### config.mk
export PLATFORM = sky130hd
export DESIGN_NAME = load_store_unit
export DESIGN_NICKNAME = d
export VERILOG_FILES = /design/src/rtl/load_store_unit.sv
export SDC_FILE = /design/constraint.sdc
export NUM_CORES = 1
export LEC_CHECK = 0
export CAP_MARGIN = 20
export CORE_MARGIN = 5
export CORE_UTILIZATION = 35
export DETAILED_ROUTE_END_ITERATION = 7
export GPL_ROUTABILITY_DRIVEN = 0
export PLACE_DENSITY = 0.7
export SYNTH_ARGS = -nofsm -noshare
export SYNTH_HDL_FRONTEND = slang
export SYNTH_SLANG_ARGS = --single-unit
export TNS_END_PERCENT = 50
### constraint.sdc
create_clock -name clk -period 4.6 [get_ports clk]
set_input_delay 0.46 -clock clk [delete_from_list [all_inputs] [get_ports clk]]
set_output_delay 0.46 -clock clk [all_outputs]
set_load 0.1 [all_outputs]
### src/rtl/load_store_unit.sv
// load_store_unit: RV32I load/store unit for the Memory stage. Takes one
// ld/st request at a time, runs a single-beat word-aligned bus transaction,
// and returns the aligned, sign- or zero-extended load data.
// Ports:
//   clk, reset            clock; asynchronous active-high reset
//   ld, st, addr, wdata,  request from the Memory stage (funct3 = size/sign)
//   funct3
//   rdata                 last successful load result (held)
//   done, err             one-cycle completion / error pulses
//   stall                 combinational pipeline freeze
//   bus_req, bus_we,      bus request channel, held stable while in REQ
//   bus_addr, bus_wdata,
//   bus_be
//   bus_rdata, bus_ack    bus response
module load_store_unit #(
  parameter int unsigned TIMEOUT = 16
) (
  input  logic        clk,
  input  logic        reset,
  input  logic        ld,
  input  logic        st,
  input  logic [31:0] addr,
  input  logic [31:0] wdata,
  input  logic [2:0]  funct3,
  output logic [31:0] rdata,
  output logic        done,
  output logic        err,
  output logic        stall,
  output logic        bus_req,
  output logic        bus_we,
  output logic [31:0] bus_addr,
  output logic [31:0] bus_wdata,
  output logic [3:0]  bus_be,
  input  logic [31:0] bus_rdata,
  input  logic        bus_ack
);

  localparam int unsigned CntW = 8;
  localparam logic [CntW-1:0] CntLast = CntW'(TIMEOUT - 1);

  typedef enum logic [1:0] {IDLE, REQ, RESP} state_t;

  state_t          state, stateNext;
  logic [CntW-1:0] reqCnt, reqCntNext;
  logic            latLoad, latLoadNext;
  logic [2:0]      latFunct3, latFunct3Next;
  logic [1:0]      latOffset, latOffsetNext;
  logic [31:0]     rdataNext, busAddrNext, busWdataNext;
  logic [3:0]      busBeNext;
  logic            doneNext, errNext, busReqNext, busWeNext;

  logic            accessLegal, accessAligned, reqValid;
  logic [3:0]      beCalc;
  logic [31:0]     wdataCalc;
  logic [7:0]      laneByte;
  logic [15:0]     laneHalf;
  logic [31:0]     loadData;

  // Request decode: legality, alignment, byte enables and lane-replicated data
  always_comb begin
    accessLegal = 1'b0;
    case (funct3)
      3'b000, 3'b001, 3'b010: accessLegal = 1'b1;
      3'b100, 3'b101:         accessLegal = ld;  // unsigned forms exist only for loads
      default:                accessLegal = 1'b0;
    endcase
    if (ld && st) accessLegal = 1'b0;

    accessAligned = 1'b0;
    case (funct3[1:0])
      2'b00:   accessAligned = 1'b1;
      2'b01:   accessAligned = ~addr[0];
      2'b10:   accessAligned = (addr[1:0] == 2'b00);
      default: accessAligned = 1'b0;
    endcase

    reqValid = (ld | st) & accessLegal & accessAligned;

    beCalc    = 4'b1111;
    wdataCalc = 32'h0;
    if (st) begin
      case (funct3[1:0])
        2'b00: begin
          beCalc    = 4'b0001 << addr[1:0];
          wdataCalc = {4{wdata[7:0]}};
        end
        2'b01: begin
          beCalc    = addr[1] ? 4'b1100 : 4'b0011;
          wdataCalc = {2{wdata[15:0]}};
        end
        default: begin
          beCalc    = 4'b1111;
          wdataCalc = wdata;
        end
      endcase
    end
  end

  // Load lane selection and extension from the latched offset/size
  always_comb begin
    laneByte = bus_rdata[{latOffset, 3'b000} +: 8];
    laneHalf = latOffset[1] ? bus_rdata[31:16] : bus_rdata[15:0];
    case (latFunct3)
      3'b000:  loadData = {{24{laneByte[7]}}, laneByte};
      3'b001:  loadData = {{16{laneHalf[15]}}, laneHalf};
      3'b100:  loadData = {24'h0, laneByte};
      3'b101:  loadData = {16'h0, laneHalf};
      default: loadData = bus_rdata;
    endcase
  end

  assign stall = ((state == IDLE) && reqValid) || (state == REQ);

  // Next-state and registered-output logic
  always_comb begin
    stateNext     = state;
    reqCntNext    = reqCnt;
    latLoadNext   = latLoad;
    latFunct3Next = latFunct3;
    latOffsetNext = latOffset;
    rdataNext     = rdata;
    doneNext      = 1'b0;
    errNext       = 1'b0;
    busReqNext    = bus_req;
    busWeNext     = bus_we;
    busBeNext     = bus_be;
    busAddrNext   = bus_addr;
    busWdataNext  = bus_wdata;

    case (state)
      IDLE: begin
        if (reqValid) begin
          stateNext     = REQ;
          reqCntNext    = '0;
          latLoadNext   = ld;
          latFunct3Next = funct3;
          latOffsetNext = addr[1:0];
          busReqNext    = 1'b1;
          busWeNext     = st;
          busBeNext     = beCalc;
          busAddrNext   = {addr[31:2], 2'b00};
          busWdataNext  = wdataCalc;
        end else if (ld || st) begin
          errNext = 1'b1;
        end
      end
      REQ: begin
        // An ack in the timeout cycle still completes normally
        if (bus_ack) begin
          stateNext  = RESP;
          doneNext   = 1'b1;
          busReqNext = 1'b0;
          busWeNext  = 1'b0;
          busBeNext  = 4'b0000;
          if (latLoad) rdataNext = loadData;
        end else if (reqCnt == CntLast) begin
          stateNext  = IDLE;
          errNext    = 1'b1;
          busReqNext = 1'b0;
          busWeNext  = 1'b0;
          busBeNext  = 4'b0000;
        end else begin
          reqCntNext = reqCnt + CntW'(1);
        end
      end
      RESP:    stateNext = IDLE;
      default: stateNext = IDLE;
    endcase
  end

  // State and output registers
  always_ff @(posedge clk or posedge reset) begin
    if (reset) begin
      state     <= IDLE;
      reqCnt    <= '0;
      latLoad   <= 1'b0;
      latFunct3 <= 3'b000;
      latOffset <= 2'b00;
      rdata     <= 32'h0;
      done      <= 1'b0;
      err       <= 1'b0;
      bus_req   <= 1'b0;
      bus_we    <= 1'b0;
      bus_be    <= 4'b0000;
      bus_addr  <= 32'h0;
      bus_wdata <= 32'h0;
    end else begin
      state     <= stateNext;
      reqCnt    <= reqCntNext;
      latLoad   <= latLoadNext;
      latFunct3 <= latFunct3Next;
      latOffset <= latOffsetNext;
      rdata     <= rdataNext;
      done      <= doneNext;
      err       <= errNext;
      bus_req   <= busReqNext;
      bus_we    <= busWeNext;
      bus_be    <= busBeNext;
      bus_addr  <= busAddrNext;
      bus_wdata <= busWdataNext;
    end
  end

endmodule

### After elaboration in Yosys (flattened, before gate mapping)

Cells that the tools add are included.

| operators by class | value |
|---|---|
| $add $sub $neg | 1 |
| equality and inequality tests | 15 |
| shift-type cells | 2 |
| muxes and demuxes | 35 |
| bitwise gates (word level) | 4 |
| reduce and logical (&&, ||, !) cells | 17 |

Operators by type and width:

| kind | number |
|---|---|
| 32-bit case mux with 4 select lines | 1 |
| 32-bit case mux with 2 select lines | 1 |
| 32-bit two-way mux | 1 |
| 32-bit by 6-bit indexed part select with 8-bit output | 1 |
| 8-bit two-way mux | 3 |
| 4-bit two-way mux | 5 |
| 16-bit two-way mux | 1 |
| 4-bit case mux with 2 select lines | 2 |
| 8-bit case mux with 2 select lines | 1 |
| 3-bit equality test (second input constant) | 4 |
| 1-bit two-way mux | 11 |
| 8-bit by 1-bit adder with 8-bit output (second input constant) | 1 |
| 8-bit by 4-bit equality test with 1-bit output (second input constant) | 1 |
| 1-bit case mux with 2 select lines | 4 |
| 3-bit by 1-bit equality test with 1-bit output (second input constant) | 2 |
| 2-bit logical NOT | 3 |
| 3-bit logical NOT | 2 |
| 2-bit two-way mux | 3 |
| 2-bit != test (second input constant) | 3 |
| 3-bit AND reduction | 2 |
| 2-bit by 1-bit equality test with 1-bit output (second input constant) | 2 |
| 2-bit case mux with 2 select lines | 1 |
| 2-bit AND reduction | 2 |
| 4-bit AND reduction | 1 |
| other kinds (13) | 16 |

| word-level totals | value |
|---|---|
| register bits after elaboration | 118 |
| output and inout bits | 105 |

### Depth between registers and ports, before layout

Gate-level depths: netlist (run 1).

| logic depth | value |
|---|---|
| depth in word-level cells | 8 |
| depth in mapped cells | 7 |
| gate-level depth less buffers | 5 |

### Worst setup path before layout (run 1)

No wires, ideal clock.

| timing path | value |
|---|---|
| path type | input-to-output |
| start | in funct3[1] |
| end | out stall |
| arrival | 2.371 ns |
| slack | 1.769 ns |
| stages on the path | 5 |
| buffers on the path | 1 |
| cells stage by stage | buf_2 -> o21ai_0 -> o2111a_1 -> nor2_1 -> nor2_1 |

| between the ends | value |
|---|---|
| word-level cells in the longest chain between the ends | 8 |

RTL lines:

| item | RTL line | RTL |
|---|---|---|
| start: declaration | 24 | `input logic [2:0] funct3,` |
| 3-bit by 1-bit equality test with 1-bit output, or another cell as far along | 62 | `case (funct3)` |
| 3-bit OR reduction / 2-bit OR reduction (equally long branches) | 62 |  |
| 1-bit case mux with 2 select lines | 62 |  |
| 1-bit two-way mux | 67 | `if (ld && st) accessLegal = 1'b0;` |
| 1-bit AND | 77 | `reqValid = (ld \| st) & accessLegal & accessAligned;` |
| 1-bit AND (*) | 77 |  |
| 1-bit logical AND (*) | 112 | `assign stall = ((state == IDLE) && reqValid) \|\| (state == REQ);` |
| 1-bit logical OR (*) | 112 |  |
| end: declaration | 28 | `output logic stall,` |

Mark *: on every way between the ends. The rest lies on a longest branch, timed or not.

### Worst setup path after layout (run 1)

| timing path | value |
|---|---|
| start | in st |
| end | reg bus_wdata[24] |

| between the ends | value |
|---|---|
| word-level cells in the longest chain between the ends | 5 |

RTL lines:

| item | RTL line | RTL |
|---|---|---|
| start: declaration | 21 | `input logic st,` |
| 1-bit logical AND | 67 |  |
| 1-bit two-way mux | 67 |  |
| 1-bit AND (2 in series) | 77 |  |
| 2-bit AND reduction (no line) | n/a |  |
| end signal: assignment | 200 | `bus_wdata <= busWdataNext;` |
| end: declaration | 32 | `output logic [31:0] bus_wdata,` |

Several ways; a longest one is shown, not always the timed one.
A chain may end at the register's enable or synchronous reset.

==> results by group, run 1 <==
Power
  • Worst IR Drop VDD: between 0.0005 and 0.0006 V
  • Design Power: between 0.007 and 0.008 W
  • Leakage: 3.77 nW
  • PD cells: 831 nW/um^2

GRT
  • Total grt overflow: 0
  • First-pass GRT wire length: 27800 um
  • Met3 GRT Util: a little under 7%
  • Met1 Track Usage GR: a little under a quarter
  • Largest net degree at the start of global routing: slightly below 60
  • All-Layer GR Usage: 18.9%
  • Met2 Usage GRT: 30.2%
  • Initial antenna violation count: 0
  • Grt peak-use layer: met2
  • Vias in the first global route: 5222

Synthesis
  • Sequential-to-total area share from yosys stat: 51.6%
  • Async set-reset flop share out of synthesis: 100%
  • Post-synth cell types: 48
  • Post-Synthesis Cells: 551
  • Syn avg cell area: 10.4 um^2
  • Primary FF master, synth: dfrtp_1
  • Post-Syn Area: 5730 um^2
  • Synth warn: 0
  • Post-synth EDFFs: 0
  • Seq cells post-synth: about 120

Die
  • Die Y-Extent: 138 um
  • I/O Pins: 209
  • Die X: between 100 and 150 um
  • Die Area: 19000 um^2
  • Initial Utilization: 35.9%
  • Row count: 46
  • Core ar.: roughly 16000 um^2

Cells and area
  • Area delta synth->final: 50.8%
  • NumNets Final: roughly 850
  • Share of cells above drive strength 1: between 10% and 20%

Route
  • Pre-antenna DRT Iters: 5
  • DRT Wirelength: 17600 um
  • Routed via count: ~5k
  • Avg WL per Cell: approximately 18 um
  • 1st-iter DRT viols: about 270
  • Remaining DRCs: 0
  • Detail Route Antenna Nets: 0
  • Avg Vias per Cell: between 5 and 6

Timing
  • Worst Skew: 0.00817 ns
  • Final period utilization: 60.8%
  • Slew Limit Headroom: 31.0%
  • Endpoints failing hold: 0
  • RSZ-0062 raised after global routing: no
  • Setup TNS: 0 ns
  • Slew @ Worst Pin: 1.03 ns
  • Final slew viol count: 0
  • Final setup vio count: 0
  • Fmax: 358 MHz
  • Fin crit period: ~2.8 ns

Placement
  • Number of port buffers: 206
  • HPWL Detailed: 13000 um

Clock network
  • Root buffer cell: clkbuf_16
  • CTS buffer count: 17
  • CTS Buffer Depth: 2
  • Hold-fix buffers, CTS: 0
  • H-tree depth: 4
  • CTS sink cnt: 118
  • Worst-Skew Late Latency: 0.42 ns
  • Resized cells post-CTS: 0
  • Clock-pin transition on the worst setup and hold timing paths: approximately 0.060 ns
  • Post-CTS setup buffers: 0
  • Clock tree from TritonCTS: yes

Status
  • Status: complete, no violations

Setup path
  • Worst R2R Path Depth: 4
  • Worst path arrival time: 3.12 ns
  • CP Launch Type: primary input
  • FF-to-FF Start: state[0]
  • WP data required: 4.93 ns
  • Worst Setup End Kind: register
  • Worst Setup Path Type: in -> reg
  • Critical Path Fanout Max: 34
  • Reg2Reg Setup Slack: 2.15 ns
  • Critical R2R Capture: rdata[8]

Flow run
  • Max-cap violations: 0

Worst hold path
  • Hold Crit Class: reg -> reg
  • Worst Hold Launch: rdata[16]
  • Hold path depth: 2
  • WHS Endpoint: rdata[16]
## where the power goes
part / switching (W) / internal (W) / leakage, nW
sequential: 0.000277 / 0.00140 / 1.47
clock: 0.000510 / 0.000926 / 0.303
combinational: 0.00308 / 0.000979 / 1.99
## worst max-delay path, stage by stage
cell and delay [ns]:
clkdlybuf4s50_1 0.45, buf_4 0.29, xor2_1 0.24, o2111ai_1 0.25
nor3_4 0.61, buf_4 0.38, buf_4 0.23, mux2i_1 0.21
## worst max path at each step
stage,startpoint,end,slack [ns]
after floorplan,reset,bus_addr[10],1.01
after global placement,st,bus_wdata[18],1.52
after detailed placement,st,bus_wdata[24],1.36
after CTS,st,bus_wdata[28],1.79
after global routing,st,bus_wdata[28],1.58
final,st,bus_wdata[24],1.80
## per-layer routing
metal / part of all wire, % / vias to the layer above
li1: - / 2313
met1: 41 / 2435
met2: 49 / 196
met3: 8.2 / 28
met4: 2.1 / 0
met5: 0 / -
## final cells by class
cell class                      count  area [um^2]
Sequential cell                   118         2950
Fill cell                        1355         7310
Inverter                           31          119
Timing Repair Buffer              217         2170
Clock inverter                     14          200
Antenna cell                        1         2.50
Clock buffer                       18          439
Tap cell                          216          270
Multi-Input combinational cell    364         2480
## sequential cells by signal (all words and copies together), names as in the netlist
register,flops
bus_addr,30
reqCnt,8
latOffset,2
state,2
latFunct3,3
bus_be,4
bus_we,1
done,1
err,1
rdata,32
bus_req,1
bus_wdata,32
latLoad,1
## layout by cell type (no fill, tap or decap), types with 3 or more instances in the layout
cell type	instances
clkinvlp_4	3
nand3_1	33
clkinv_4	4
nand2b_1	3
a22oi_1	7
nand2_1	62
o22a_1	7
clkdlybuf4s50_1	205
mux2_2	49
buf_4	10
clkbuf_16	17
xor2_1	4
o21ai_0	38
and3_1	5
inv_1	30
a22o_1	4
mux2i_1	40
bufinv_16	4
nor2_1	21
dfrtp_1	118
a21oi_1	34
nor2b_1	13
nand4_1	3
mux2_1	5
a21boi_0	7
## per-stage QoR
stage | setup slack (ns) | area, um^2 | util [%] | hold WS, ns | cells
2_1_floorplan | 1.01 | 5730 | - | 0.474 | 552
5_1_grt | 1.58 | 8630 | 54.2 | 0.520 | 978
3_5_place_dp | 1.36 | 7960 | 49.9 | 0.482 | 944
6_report | 1.80 | 8640 | 54.2 | 0.489 | 979
4_1_cts | 1.79 | 8600 | 53.9 | 0.495 | 976
3_3_place_gp | 1.52 | 7960 | 49.9 | 0.473 | 944
## cells in the mapped netlist (3+ instances only)
cell type	count	share of area, %
dfrtp_1	118	52
o21ai_0	38	3.3
o22a_1	7	1.1
mux2_2	49	9.6
nor2_1	21	1.4
nand2b_1	3	0.33
nand3_1	33	2.9
mux2_1	5	0.98
a21boi_0	7	0.92
nand4_1	3	0.33
xor2_1	4	0.61
buf_4	9	1.2
a22oi_1	7	0.92
mux2i_1	40	7.0
nand2_1	62	4.1
buf_2	7	0.61
clkbuf_1	22	1.4
nor2b_1	13	1.4
inv_1	31	2.0
and3_1	5	0.55
a21oi_1	34	3.0
a22o_1	4	0.61
## logic make-up (layout without fill, tap and decap cells)
family / after synthesis / in the layout / share of synthesized area, %
simple gates: 150 / 150 / 12.2
other cells: 1 / 3 / 0.0655
fa+ha+maj: 1 / 1 / 0.218
xor+xnor: 4 / 4 / 0.612
compound gates: 112 / 112 / 12.0
buf+inv: 70 / 280 / 5.33
mux: 95 / 95 / 18.0
flops: 118 / 118 / 51.6
Power figures use the tool's default switching activity.
==> run 2: changes to the inputs <==
clock period = 2.6 ns   (was 4.6 ns; I/O delays follow)
==> results by group, run 2 (synthesis results as in run 1) <==
Timing
  • Slew @ Worst Pin: approximately 1.1 ns
  • Final slew viol count: 0
  • Hold Slack: between 0.2 and 0.25 ns
  • Final period utilization: 80.7%
  • Fin crit period: 2.10 ns
  • Slew Limit Headroom: 27.9%
  • Worst Skew: 0.00580 ns
  • Endpoints failing hold: 0
  • RSZ-0062 raised after global routing: no
  • Fmax: 476 MHz
  • Final setup slack of the worst path: around 0.5 ns
  • Final setup vio count: 0
  • Setup TNS: 0 ns

Cells and area
  • Area delta synth->final: 45.4%
  • Most frequent cells in the layout: 118 x dfrtp_1, 115 x buf_4, 103 x clkdlybuf4s50_1
  • Commonest non-fill, non-tap cell in the layout: dfrtp_1
  • Share of cells above drive strength 1: about a quarter
  • Largest regs: bus_wdata: 32 flops, rdata: 32 flops, bus_addr: 30 flops
  • Final instance area: 8330 um^2
  • Cell Count, Final, Fillers Out: between 900 and 1k
  • Fillers: roughly 1.4k
  • NumNets Final: around 860
  • Diode count: 0

Placement
  • Number of port buffers: 206
  • Placed cells: 950
  • HPWL Detailed: 12900 um
  • Setup WS pre-CTS: 0.136 ns
  • Area after DPL: 7780 um^2

Route
  • Remaining DRCs: 0
  • Routed via count: 4970
  • DRT Wirelength: around 17000 um
  • Detail Route Antenna Nets: 0
  • 1st-iter DRT viols: 283
  • Avg WL per Cell: between 15 and 20 um
  • Avg Vias per Cell: 5.08
  • Pre-antenna DRT Iters: 5

Clock network
  • CTS Buffer Depth: 2
  • Resized cells post-CTS: 0
  • Worst-Skew Late Latency: ~0.41 ns
  • Clock-pin transition on the worst setup and hold timing paths: 0.05 ns
  • Post-CTS setup buffers: 0
  • Clock tree from TritonCTS: yes
  • CTS sink cnt: 118
  • Root buffer cell: clkbuf_16
  • Hold-fix buffers, CTS: 0
  • H-tree depth: 4
  • CTS buffer count: 17

GRT
  • Initial antenna violation count: 0
  • Largest net degree at the start of global routing: 65
  • All-Layer GR Usage: about 18%
  • First-pass GRT wire length: 27100 um
  • Total grt overflow: 0
  • Vias in the first global route: 5088

Die
  • Die Area: 19000 um^2
  • Die X: ~140 um
  • Core ar.: 15900 um^2
  • Die Y-Extent: roughly 140 um
  • I/O Pins: approximately 210
  • Row count: 46
  • Initial Utilization: 35.9%

Setup path
  • CP delay by family, top: compound AO/OA/AOI/OAI gates
  • WP data required: 2.82 ns
  • Critical Path Fanout Max: 16
  • Worst path buffer plus inverter count: 0
  • Reg2Reg Setup Slack: about 0.50 ns
  • Crit-path cells: mux4_2 -> o21ai_1 -> nand3_1
  • Critical Path Max Stage Delay: 0.84 ns
  • Worst Setup Path Type: reg -> reg
  • Worst path arrival time: 2.32 ns
  • Worst Setup End Kind: register
  • CP Launch Type: register
  • Crit path max-delay cell type: o21ai_1

Power
  • Worst IR Drop VDD: 0.00111 V
  • PD cells: 1460 nW/um^2
  • Leakage: 3.88 nW

Worst hold path
  • Hold Crit Class: in -> async

Status
  • Status: complete, no violations

Flow run
  • Max-cap violations: 0
-- run 2: changes by cell type in the layout (fill, tap and decap cells not counted), sizes merged --
| cell | before | now |
|---|---|---|
| clkinv | 5 | 3 |
| bufinv | 4 | 2 |
| clkdlybuf4s50 | 205 | 103 |
| diode | 1 | 0 |
| inv | 33 | 30 |
| clkinvlp | 3 | 1 |
| clkbuf | 18 | 23 |
| buf | 12 | 118 |
-- run 2: where the power goes --
group / total, W / internal [W] / switching, W / leakage, nW
logic: 0.00703 / 0.00152 / 0.00550 / 2.14
clock network: 0.00222 / 0.00146 / 0.000765 / 0.275
registers: 0.00293 / 0.00249 / 0.000436 / 1.47
-- run 2: layout make-up --
cell class | instances | area (um^2) | area share [%]
tap | 216 | 270 | 3.24
sequential | 118 | 2950 | 35.5
multi-input combinational | 364 | 2480 | 29.8
timing repair buffer | 221 | 1950 | 23.5
clock buffer | 23 | 478 | 5.74
inverter | 31 | 120 | 1.44
clock inverter | 5 | 75.1 | 0.901
-- run 2: path summary, 6_finish.rpt --
kind | startpoint | endpoint | cells after the start
setup / recovery | latOffset[1] | rdata[29] | 3
hold / removal | reset | reqCnt[4] | 2
setup reg to reg | latOffset[1] | rdata[29] | 3
hold reg to reg | bus_wdata[13] | bus_wdata[13] | 1
max in group asynchronous | reset | rdata[31] | 3
min in group clk | addr[31] | bus_addr[31] | 2
-- run 2: stage by stage --
| step | total power (W) | util (%) |
|---|---|---|
| floorplan | 0.00833 | - |
| global placement | 0.00991 | 48.8 |
| detailed placement | 0.00999 | 48.8 |
| CTS | 0.0123 | 52.2 |
| global route | 0.0126 | 52.2 |
| finish | 0.0122 | 52.2 |
-- run 2: per-layer routing --
| layer | vias to the layer above | track usage, % | part of all wire, % |
|---|---|---|---|
| li1 | 2327 | - | - |
| met1 | 2404 | 22.9 | 40 |
| met2 | 213 | 29.4 | 49 |
| met3 | 26 | 6.31 | 8.7 |
| met4 | 0 | 7.46 | 2.4 |
| met5 | - | 0 | 0 |
==> run 3: changes to the inputs <==
PLACE_DENSITY = 0.73   (was 0.7)
clock period = 1.8 ns   (was 2.6 ns; I/O delays follow)
==> results by group, run 3 (synthesis results as in run 1) <==
Clock network
  • Worst-Skew Late Latency: between 0.4 and 0.5 ns
  • CTS sink cnt: 118
  • Clock-pin transition on the worst setup and hold timing paths: 0.06 ns
  • Root buffer cell: clkbuf_16
  • CTS buffer count: 17
  • Clock tree from TritonCTS: yes
  • CTS Buffer Depth: 2
  • Hold-fix buffers, CTS: 0
  • H-tree depth: 4

Cells and area
  • Diode count: 0
  • Core Util, Final: 54.7%
  • NumNets Final: 894
  • Area delta synth->final: 52.3%
  • Commonest non-fill, non-tap cell in the layout: buf_4
  • Share of cells above drive strength 1: between 30% and 40%
  • Most frequent cells in the layout: 149 x buf_4, 116 x dfrtp_1, 99 x clkdlybuf4s50_1
  • Largest regs: bus_wdata: 32 flops, rdata: 32 flops, bus_addr: 30 flops
  • Final instance area: 8720 um^2

Die
  • Row count: 46
  • Die Area: 19000 um^2
  • Core ar.: 15900 um^2
  • Die X: between 100 and 150 um
  • Die Y-Extent: 138 um
  • Initial Utilization: 35.9%
  • I/O Pins: 209

Timing
  • Hold Slack: 0.0796 ns
  • RSZ-0062 raised after global routing: yes
  • Slew @ Worst Pin: 0.810 ns
  • Slew Limit Headroom: between 40% and 50%
  • Final period utilization: 97.9%
  • Final slew viol count: 0
  • Setup TNS: 0 ns
  • Final setup slack of the worst path: 0.0385 ns
  • Worst Skew: 0.00702 ns
  • Final setup vio count: 0
  • Fin crit period: 1.76 ns
  • Fmax: between 500 and 600 MHz
  • Endpoints failing hold: 0

Route
  • Pre-antenna DRT Iters: 5
  • Detail Route Antenna Nets: 0
  • DRT Wirelength: about 17000 um
  • Routed via count: 5000
  • Remaining DRCs: 0
  • 1st-iter DRT viols: 255
  • Avg WL per Cell: 17.0 um
  • Avg Vias per Cell: between 4 and 5

GRT
  • Initial antenna violation count: 0
  • Total grt overflow: 0
  • All-Layer GR Usage: 18.4%
  • First-pass GRT wire length: roughly 27000 um
  • Vias in the first global route: 5231
  • Largest net degree at the start of global routing: 48

Status
  • Status: complete, no violations

Power
  • Worst IR Drop VDD: 0.00157 V
  • PD cells: 2070 nW/um^2
  • Leakage: 4.11 nW

Placement
  • Number of port buffers: approximately 200
  • HPWL Detailed: 12800 um
  • Area after DPL: between 8000 and 9000 um^2
  • Setup WS pre-CTS: -0.442 ns

Setup path
  • WP data required: 2.09 ns
  • Critical Path Max Stage Delay: 0.56 ns
  • Reg2Reg Setup Slack: about 0.039 ns
  • Critical Path Fanout Max: 5
  • Worst Setup End Kind: register
  • Worst path buffer plus inverter count: 0
  • Crit path max-delay cell type: or4_4
  • CP Launch Type: register
  • Worst Setup Path Type: reg -> reg
  • Crit-path cells: or4_4 -> o21ai_4 -> o211ai_1 -> a22o_1
  • CP delay by family, top: compound AO/OA/AOI/OAI gates
  • Worst path arrival time: around 2 ns

Flow run
  • Max-cap violations: 0

Worst hold path
  • Hold Crit Class: in -> async
-- run 3: repair_timing --
item | CTS | global route
resized for setup | 6 | 9
hold endpoints to repair | 0 | 0
pin swaps | 6 | 5
cloned | 0 | 0
setup buffers | 4 | 1
setup endpoints to repair | 16 | 76
-- run 3: per-stage QoR --
stage / std cells / total power [W]
2_1_floorplan: 552 / 0.0120
3_3_place_gp: 981 / 0.0144
3_5_place_dp: 981 / 0.0145
4_1_cts: 1016 / 0.0182
5_1_grt: 1017 / 0.0187
6_report: 1017 / 0.0180
-- run 3: layout make-up --
cell class,instances,area (um^2)
Fill cell,1429,7220
Sequential cell,118,2960
Multi-Input combinational cell,364,2500
Timing Repair Buffer,257,2250
Clock buffer,19,443
Tap cell,216,270
Clock inverter,12,179
Inverter,31,120
-- run 3: final timing paths --
path,depth (start not counted),endpoint,start
max,4,bus_be[3],reqCnt[7]
min,2,rdata[4],reset
max reg2reg,4,bus_be[3],reqCnt[7]
min reg2reg,2,rdata[24],rdata[24]
max in group asynchronous,3,bus_addr[23],reset
min in group clk,3,bus_we,ld
-- run 3: layer usage --
layer / vias to the layer above / track usage (%) / part of all wire (%)
met5: - / 0 / 0
met4: 0 / 6.86 / 2.3
met3: 31 / 5.95 / 8.0
met2: 182 / 30.0 / 48
met1: 2393 / 23.0 / 41
li1: 2394 / - / -
-- run 3: power by group --
part	total, W	switching [W]	internal [W]
combinational	0.0102	0.00795	0.00228
sequential	0.00420	0.000609	0.00359
clock	0.00360	0.00125	0.00234
total	0.0180	0.00981	0.00822
